**src/rtl/fetch_unit_pkg.sv**
```systemverilog
// -----------------------------------------------------------------------------
// fetch_unit_pkg
//   Constants shared by the CPU pipeline stages that touch instruction words.
//   WORD_SIZE : instruction and address width of the 16-bit CPU.
//   NOP       : ISA encoding of the no-operation instruction. IF/ID is loaded
//               with it on reset and on a flush so that ID decodes a harmless
//               instruction.
// -----------------------------------------------------------------------------
package fetch_unit_pkg;

  localparam int WORD_SIZE = 16;

  localparam logic [WORD_SIZE-1:0] NOP = 16'hF01C;

endpackage : fetch_unit_pkg

```
**src/rtl/fetch_unit_buffer.sv**
```systemverilog
// -----------------------------------------------------------------------------
// fetch_unit_buffer
//   One-entry hold register with a valid flag. The fetch stage parks a word here
//   when the word returns from memory while ID is stalled. Kept as its own
//   block so that a later prefetch queue can reuse it.
//
// Ports
//   clk, reset         rising-edge clock, asynchronous active-high reset
//   i_load             capture i_instr/i_pc1 and mark the entry valid
//   i_clear            invalidate the entry (takes priority over i_load)
//   i_instr, i_pc1     word to park and the address of that word plus one
//   o_instr, o_pc1     parked word and its address plus one
//   o_valid            the entry holds a word
// -----------------------------------------------------------------------------
module fetch_unit_buffer #(
  parameter int WORD_SIZE = 16
) (
  input  logic                 clk,
  input  logic                 reset,
  input  logic                 i_load,
  input  logic                 i_clear,
  input  logic [WORD_SIZE-1:0] i_instr,
  input  logic [WORD_SIZE-1:0] i_pc1,
  output logic [WORD_SIZE-1:0] o_instr,
  output logic [WORD_SIZE-1:0] o_pc1,
  output logic                 o_valid
);

  logic                 r_valid;
  logic [WORD_SIZE-1:0] r_instr;
  logic [WORD_SIZE-1:0] r_pc1;

  always_ff @(posedge clk or posedge reset) begin
    if (reset) begin
      r_valid <= 1'b0;
    end else if (i_clear) begin
      r_valid <= 1'b0;
    end else if (i_load) begin
      r_valid <= 1'b1;
    end
  end

  // NOTE: the data fields have no reset. r_valid qualifies them, so a reset
  // would only add reset fan-out and would not change behaviour.
  always_ff @(posedge clk) begin
    if (i_load) begin
      r_instr <= i_instr;
      r_pc1   <= i_pc1;
    end
  end

  assign o_instr = r_instr;
  assign o_pc1   = r_pc1;
  assign o_valid = r_valid;

endmodule : fetch_unit_buffer

```
**src/rtl/fetch_unit.sv**
```systemverilog
// -----------------------------------------------------------------------------
// fetch_unit
//   Instruction-fetch stage. It owns the PC, runs the instruction-memory read
//   handshake and loads the IF/ID register. A word that arrives while ID is
//   stalled is parked in a one-entry buffer. A branch or jump flush redirects
//   the PC, clears IF/ID and throws away any fetch still in flight.
//
// Ports
//   clk, reset           rising-edge clock, asynchronous active-high reset
//   i_readM, i_address   memory read request and its address (both registered)
//   i_data, i_inputReady returned word and its one-cycle valid pulse
//   stall                ID is stalled, so hold the IF/ID contents
//   flush, redirect_pc   redirect fetch to redirect_pc, squash IF/ID
//   if_id_instr/pc1/valid IF/ID register: word, its address + 1, real-word flag
//   fetch_count          number of words delivered to IF/ID (wraps)
// -----------------------------------------------------------------------------
module fetch_unit #(
  parameter int                   WORD_SIZE = fetch_unit_pkg::WORD_SIZE,
  parameter logic [WORD_SIZE-1:0] RESET_PC  = '0
) (
  input  logic                 clk,
  input  logic                 reset,
  output logic                 i_readM,
  output logic [WORD_SIZE-1:0] i_address,
  input  logic [WORD_SIZE-1:0] i_data,
  input  logic                 i_inputReady,
  input  logic                 stall,
  input  logic                 flush,
  input  logic [WORD_SIZE-1:0] redirect_pc,
  output logic [WORD_SIZE-1:0] if_id_instr,
  output logic [WORD_SIZE-1:0] if_id_pc1,
  output logic                 if_id_valid,
  output logic [WORD_SIZE-1:0] fetch_count
);

  import fetch_unit_pkg::NOP;

  // GAP : no request, this cycle separates two requests
  // REQ : request outstanding, the result is wanted
  // DROP: request outstanding, the result is discarded (flushed meanwhile)
  // HOLD: no request, one word parked until the stall releases
  typedef enum logic [1:0] {
    GAP  = 2'd0,
    REQ  = 2'd1,
    DROP = 2'd2,
    HOLD = 2'd3
  } state_e;

  localparam logic [WORD_SIZE-1:0] ONE     = WORD_SIZE'(1);
  localparam logic [WORD_SIZE-1:0] NOP_W   = WORD_SIZE'(NOP);

  state_e               r_state;
  logic [WORD_SIZE-1:0] r_pc;
  logic [WORD_SIZE-1:0] r_req_addr;
  logic [WORD_SIZE-1:0] r_if_id_instr;
  logic [WORD_SIZE-1:0] r_if_id_pc1;
  logic                 r_if_id_valid;
  logic [WORD_SIZE-1:0] r_fetch_count;

  logic [WORD_SIZE-1:0] w_req_next;
  logic                 w_hold_load;
  logic                 w_hold_clear;
  logic [WORD_SIZE-1:0] w_hold_instr;
  logic [WORD_SIZE-1:0] w_hold_pc1;
  logic                 w_hold_valid;

  // Address of the word currently being fetched, plus one. The sum wraps at 2^16.
  assign w_req_next = r_req_addr + ONE;

  // The word is parked when it arrives while ID is stalled. A flush wins over
  // the arriving data.
  assign w_hold_load  = (r_state == REQ) && i_inputReady && stall && !flush;
  assign w_hold_clear = flush || ((r_state == HOLD) && !stall);

  fetch_unit_buffer #(
    .WORD_SIZE (WORD_SIZE)
  ) u_hold (
    .clk     (clk),
    .reset   (reset),
    .i_load  (w_hold_load),
    .i_clear (w_hold_clear),
    .i_instr (i_data),
    .i_pc1   (w_req_next),
    .o_instr (w_hold_instr),
    .o_pc1   (w_hold_pc1),
    .o_valid (w_hold_valid)
  );

  // NOTE: every register in this block uses non-blocking assignments. The next
  // state, the PC and IF/ID all read the values from before the edge.
  always_ff @(posedge clk or posedge reset) begin
    if (reset) begin
      r_state       <= GAP;
      r_pc          <= RESET_PC;
      r_req_addr    <= RESET_PC;
      r_if_id_instr <= NOP_W;
      r_if_id_pc1   <= '0;
      r_if_id_valid <= 1'b0;
      r_fetch_count <= '0;
    end else if (flush) begin
      r_pc          <= redirect_pc;
      r_if_id_instr <= NOP_W;
      r_if_id_pc1   <= '0;
      r_if_id_valid <= 1'b0;
      // A read still open on the bus must be allowed to finish. Its response
      // is then thrown away in DROP. r_req_addr stays put because the address
      // has to be stable while i_readM is high.
      if (((r_state == REQ) || (r_state == DROP)) && !i_inputReady) begin
        r_state <= DROP;
      end else begin
        r_state <= GAP;
      end
    end else begin
      unique case (r_state)
        GAP: begin
          r_req_addr <= r_pc;
          r_state    <= REQ;
        end
        REQ: begin
          if (i_inputReady) begin
            r_pc <= w_req_next;
            if (stall) begin
              r_state <= HOLD;
            end else begin
              r_if_id_instr <= i_data;
              r_if_id_pc1   <= w_req_next;
              r_if_id_valid <= 1'b1;
              r_fetch_count <= r_fetch_count + ONE;
              r_state       <= GAP;
            end
          end
        end
        HOLD: begin
          // The request for the next word goes out in the same edge that
          // delivers the parked word. No GAP is needed because i_readM was
          // already low in HOLD.
          if (!stall && w_hold_valid) begin
            r_if_id_instr <= w_hold_instr;
            r_if_id_pc1   <= w_hold_pc1;
            r_if_id_valid <= 1'b1;
            r_fetch_count <= r_fetch_count + ONE;
            r_req_addr    <= r_pc;
            r_state       <= REQ;
          end
        end
        DROP: begin
          if (i_inputReady) begin
            r_state <= GAP;
          end
        end
        default: r_state <= GAP;
      endcase
    end
  end

  // Both signals are decoded from registers only, so nothing combinational
  // runs from the inputs to the memory request.
  assign i_readM     = (r_state == REQ) || (r_state == DROP);
  assign i_address   = r_req_addr;
  assign if_id_instr = r_if_id_instr;
  assign if_id_pc1   = r_if_id_pc1;
  assign if_id_valid = r_if_id_valid;
  assign fetch_count = r_fetch_count;

endmodule : fetch_unit
```
**config.mk**
```make
export PLATFORM = sky130hd
export DESIGN_NAME = fetch_unit
export DESIGN_NICKNAME = d
export VERILOG_FILES = /design/src/rtl/fetch_unit_pkg.sv /design/src/rtl/fetch_unit_buffer.sv /design/src/rtl/fetch_unit.sv
export SDC_FILE = /design/constraint.sdc
export NUM_CORES = 1
export LEC_CHECK = 0
export ABC_AREA = 0
export ABC_CLOCK_PERIOD_IN_PS = 3850
export CORE_ASPECT_RATIO = 0.5
export CORE_UTILIZATION = 40
export DETAILED_ROUTE_END_ITERATION = 8
export PLACE_DENSITY_LB_ADDON = 0.15
export SETUP_SLACK_MARGIN = 0.02
export SYNTH_ARGS = -nofsm -noshare
export SYNTH_HDL_FRONTEND = slang
export SYNTH_HIERARCHICAL = 1
export SYNTH_SLANG_ARGS = --single-unit
export TNS_END_PERCENT = 20
```
**constraint.sdc**
```tcl
create_clock -name clk -period 3.85 [get_ports clk]
set_input_delay 0.77 -clock clk [delete_from_list [all_inputs] [get_ports clk]]
set_output_delay 0.77 -clock clk [all_outputs]
set_load 0.05 [all_outputs]
```
==> impl_metrics.ini, run 1 <==
[run_status]
status = finished clean

[layout]
nFillCells = 1095
syn_to_final_growth_pct = 34.4
final_cell_area_mm2 = 0.00707
diodes = 0
drive_gt1_share_pct = 12.2
seq_area_mm2 = 0.00307
multi_input_area_mm2 = 0.00202
nets = 603
final_cells = 744

[drt]
wire_per_inst_um = 16.5
drt_iter0_drc = 252
drt_drc_violations_left = 0
dr.pass1.iters = 5
final_antenna_net_count = 0
drt_wl_total_um = 12200
vias_per_cell = 5.20
dr_total_vias = 3867

[floorplan]
dieWidth_um = 164
coreArea_mm2 = 0.0127
die_y_um = 83.1
dieArea_mm2 = 0.0136
start_util_pct = 41.3
placementRows = 29
ios = 103

[yosys]
netlist_top_cells_area = dfrtp_1 (37%), edfxtp_1 (18%), mux2i_1 (4.2%)
synth-seq-cells = 116
synthTopCellsByCount = dfrtp_1 (77), nor2_1 (35), edfxtp_1 (32)
synth_area_mm2 = 0.00526
ys_seq_area_share_pct = 58.4
synth_top_area_cell = dfrtp_1
yosys.cell_count.top_type = dfrtp_1
synth_fp_nets = 503
synth.distinct_cells = 45
ys.flop_type = dfrtp_1
async_reset_ff_share_pct = 72.4
syn_avg_cell_area_um2 = 11.4
yosys.area.top_type_share_pct = 36.6
synth_edf_count = 32
syn_inst = 461
yosysWarnings = 6

[worst_setup_path]
cp_max_fo = 4
critPathKind = reg2out
r2r_start = r_state[1]
arrival_ns = 2.07
required_ns = 3.08
startpoint = r_state[0]
end_kind = output port
worstSetupStartpointType = flip-flop

[timing]
report.final.slew_viol_count = 0
min_period_over_period_pct = 73.8
finalHoldViolCount = 0
rsz0062_at_grt = false
clock_skew_ns = 0.0125
max_freq_mhz = 352
tns_ns = 0
slew_headroom_pct = 46.8
fin_crit_ns = 2.84
setup-violations-final = 0
worst_pin_slew_ns = 0.798

[power_and_ir_drop]
vdd_drop_max_mv = 0.406
switchingPower_uw = 1860
p_int_uw = 3180
combPwrFrac_pct = 33.4
p_leak_uw = 0.00274
pwr-share-clk_pct = 32.0
p_per_area_mw_per_mm2 = 711
seqPwrFrac_pct = 34.6
swShare_pct = 36.9

[clocking]
cts_root_buf = clkbuf_16
htree_levels = 4
tritoncts = built
clk_latency_ns = 0.41
clock_path_buffers = 2
post_cts_buffers = 0
hold_buffers = 0
cts_buffers = 17
cts_num_sinks = 116
cts.clk_slew.worst_paths_ns = 0.06
cts_resized = 0

[placement]
placed_cells = 712
gp_congestion = 0.789
place_area_mm2 = 0.00647
hpwl_um = 8260
port-buffer-count = 102

[global_route]
grt_pass1_wl_um = 20200
antenna_found_initial = 0
grt_pass1_vias = 3706
grt_start_max_net_pins = 58
gr-usage-all-layers_pct = 19.4
gr-total-overflow = 0

[hold_path]
hp-class = reg2reg
hp-start = fetch_count[15]

[job]
max_cap_viol_count = 0
==> worst max-delay path: stages, from the launching register on <==
cell             delay [ns]
dfrtp_1                0.40
inv_1                  0.06
ha_1                   0.29
inv_1                  0.10
clkdlybuf4s50_1        0.81
==> routing by layer <==
layer	global-route usage, %	wire length, um	vias up
met1	29.0	6110	1899
li1	-	-	1871
met5	0	0	-
met4	5.98	49	0
met2	27.7	5460	91
met3	4.75	621	6
==> layout by cell type, fill, tap and decap left out, drive strengths merged, types with 8 or more instances in the layout <==
cell / instances
nand3: 22
nand4: 13
xnor2: 21
mux2: 15
nor4: 8
nor3b: 10
o211ai: 9
nor2: 35
buf: 9
inv: 20
o21ai: 17
clkdlybuf4s50: 101
a211oi: 13
nor3: 9
clkbuf: 23
a21oi: 16
mux2i: 22
edfxtp: 32
dfrtp: 77
nand2: 25
==> final timing paths <==
kind	end	slack, ns	cells after the start
max	i_readM	1.01	4
min in group asynchronous	u_hold/o_valid	0.58	2
max in group asynchronous	if_id_instr[3]	2.38	3
max reg2reg	if_id_instr[2]	1.35	7
min	fetch_count[15]	0.48	1
min reg2reg	fetch_count[15]	0.48	1
==> power groups by stage <==
stage | logic [uW] | clock network, uW | registers [uW]
after floorplan | 650 | 0 | 2200
after global placement | 1670 | 0 | 1760
after detailed placement | 1690 | 0 | 1760
after CTS | 1700 | 1640 | 1740
after global routing | 1800 | 1700 | 1770
final | 1680 | 1610 | 1740
==> metrics by stage <==
stage | power [uW] | setup slack, ns | utilization (%) | hold slack, ns
finish | 5030 | 1.01 | 55.5 | 0.475
CTS | 5070 | 0.992 | 55.5 | 0.477
detailed placement | 3440 | 0.863 | 50.8 | 0.470
floorplan | 2850 | 0.722 | - | 0.450
global route | 5270 | 0.951 | 55.5 | 0.508
global placement | 3430 | 0.943 | 50.8 | 0.464
==> cell type report <==
type	instances	area share (%)
sequential	116	43.4
multi-input combinational	296	28.6
timing repair buffer	110	15.4
clock buffer	23	6.76
tap	170	3.01
clock inverter	9	1.77
inverter	20	1.08
==> cell families after synthesis <==
logic type / Yosys count / share of synthesized area [%]
simple gates: 151 / 15.2
flops: 116 / 58.4
compound gates: 77 / 9.89
buf+inv: 49 / 3.59
mux: 37 / 7.39
xor+xnor: 26 / 4.33
fa+ha+maj: 5 / 1.19
==> sequential cells by signal (all words and copies together), names as in the netlist <==
signal and cells:
u_hold/o_valid 1, r_state 2, u_hold/o_pc1 16, if_id_instr 16
if_id_valid 1, r_pc 16, if_id_pc1 16, fetch_count 16
i_address 16, u_hold/o_instr 16
No activity file was read; power rests on OpenSTA's default activity.
==> run 2: changes to the inputs <==
ABC_CLOCK_PERIOD_IN_PS = 2330   (was 3850)
clock period = 2.33 ns   (was 3.85 ns; I/O delays follow)
==> run 2 against run 1 <==
  * Die area stayed put
  * Global-route usage rose by 1.3 points
  * Worst setup slack lost 0.94 ns
  * Largest power group unchanged
  * Count of clock-buffer cells in the layout shrank 4
  * First-iteration DRC count grew 3.6%
==> impl_metrics.ini, run 2 (synthesized netlist as in run 1, its figures left out) <==
[run_status]
status = finished clean

[power_and_ir_drop]
vdd_drop_max_mv = 0.884
swShare_pct = 36.5
seqPwrFrac_pct = 34.3
p_leak_uw = 0.00284
p_int_uw = 5330
fin_total_pwr_uw = 8400
combPwrFrac_pct = 33.8
pwr-share-clk_pct = 31.8
p_per_area_mw_per_mm2 = 1160
switchingPower_uw = 3060

[layout]
drive_gt1_share_pct = 14.6
multi_input_area_mm2 = 0.00202
final_common_cell = clkdlybuf4s50_1
diodes = 0
seq_area_mm2 = 0.00307
final_cell_area_mm2 = 0.00724
fin_util_pct = 56.9
syn_to_final_growth_pct = 37.7
layout_common_cells = clkdlybuf4s50_1 (99), dfrtp_1 (77), nor2_1 (35)
nFillCells = 1094
nets = 620

[clocking]
htree_levels = 4
post_cts_buffers = 0
cts_root_buf = clkbuf_16
cts_buffers = 17
cts.clk_slew.worst_paths_ns = 0.05
tritoncts = built
cts_num_sinks = 116
clock_path_buffers = 2
clk_latency_ns = 0.40

[floorplan]
placementRows = 29
coreArea_mm2 = 0.0127
dieWidth_um = 164
ios = 103
die_y_um = 83.1
dieArea_mm2 = 0.0136
start_util_pct = 41.3

[global_route]
gr-usage-all-layers_pct = 20.7
antenna_found_initial = 0
gr-total-overflow = 0
grt_pass1_vias = 4003
grt_start_max_net_pins = 55
grt_pass1_wl_um = 21500

[drt]
vias_per_cell = 5.24
drt_wl_total_um = 12800
final_antenna_net_count = 0
dr.pass1.iters = 4
dr_total_vias = 3989
drt_drc_violations_left = 0
wire_per_inst_um = 16.8
drt_iter0_drc = 261

[timing]
tns_ns = 0
clock_skew_ns = 0.00673
report.final.slew_viol_count = 0
slew_headroom_pct = 63.7
rsz0062_at_grt = false
max_freq_mhz = 443
worst_pin_slew_ns = 0.538
min_period_over_period_pct = 96.9
setup-violations-final = 0
fin_crit_ns = 2.26
finalHoldViolCount = 0

[worst_setup_path]
crit_chain = clkdlybuf4s50_1
critPathKind = reg2out
r2r_slack_ns = 0.15
critPathTopFamily = buffers and inverters
worstSetupStartpointType = flip-flop
cp_max_fo = 8
end_kind = output port
path_buf_inv = 1
crit_path_top_delay_cell = clkdlybuf4s50_1
required_ns = 1.86
arrival_ns = 1.79
crit_path_max_incr_delay_ns = 0.88

[hold_path]
hp-class = in2async

[placement]
port-buffer-count = 102
gp_congestion = 0.778
hpwl_um = 8690
place_area_mm2 = 0.00664

[job]
max_cap_viol_count = 0
run 2: changes by cell type in the layout (fill, tap and decap cells not counted), sizes merged:
| cell | before | now |
|---|---|---|
| clkdlybuf4s50 | 101 | 99 |
| clkbuf | 23 | 19 |
| bufinv | 3 | 4 |
| buf | 9 | 27 |
| clkinvlp | 0 | 2 |
| inv | 20 | 19 |
| clkinv | 6 | 8 |
| dlymetal6s2s | 0 | 1 |
run 2: routing by layer:
metal  global-route usage, %  up-vias  wire length (um)
met5                       0        -                 0
met4                    6.31        0                91
met3                    5.14        7               599
met2                    30.4       90              5810
li1                        -     1899                 -
met1                    30.0     1993              6300
run 2: per-stage QoR:
stage	hold WS, ns	setup slack (ns)	cells
2_1_floorplan	0.195	0.0542	461
3_3_place_gp	0.462	0.000235	729
3_5_place_dp	0.472	-0.0274	729
4_1_cts	0.301	0.0483	761
5_1_grt	0.319	0.0218	761
6_report	0.302	0.0719	761
run 2: final timing paths:
path / startpoint / end / cells past startpoint
max in group asynchronous: reset / if_id_instr[13] / 3
hold / removal: reset / u_hold/o_valid / 2
setup / recovery: i_address[10] / i_address[10] / 1
min in group clk: flush / r_state[0] / 2
hold reg to reg: fetch_count[15] / fetch_count[15] / 1
setup reg to reg: r_state[1] / if_id_pc1[12] / 6
run 2: layout make-up:
type	instances	share of cell area, %
Clock inverter	13	2.25
Clock buffer	19	6.11
Multi-Input combinational cell	296	27.9
Tap cell	170	2.94
Inverter	20	1.09
Timing Repair Buffer	127	17.3
Sequential cell	116	42.4
run 2: worst register-to-register path, delay by kind of cell, from the launching register on:
family	cells	cell delay, ns
AND/OR/NAND/NOR	2	0.92
flip-flops	1	0.40
adder cells (fa/ha/maj)	1	0.25
AO/OA/AOI/OAI	1	0.25
multiplexers	1	0.19
buffers and inverters	1	0.08
run 2: repair_timing:
action | CTS | global route
resized for setup | 0 | 1
hold buffers | 0 | 0
endpoints found under the setup margin | 0 | 1
run 2: power groups by stage:
stage                     Clock [uW]  Combinational [uW]  Sequential, uW
after global routing            2840                3050            2930
after detailed placement           0                2860            2910
after global placement             0                2820            2900
final                           2670                2840            2880
after floorplan                    0                1080            3640
after CTS                       2730                2870            2880
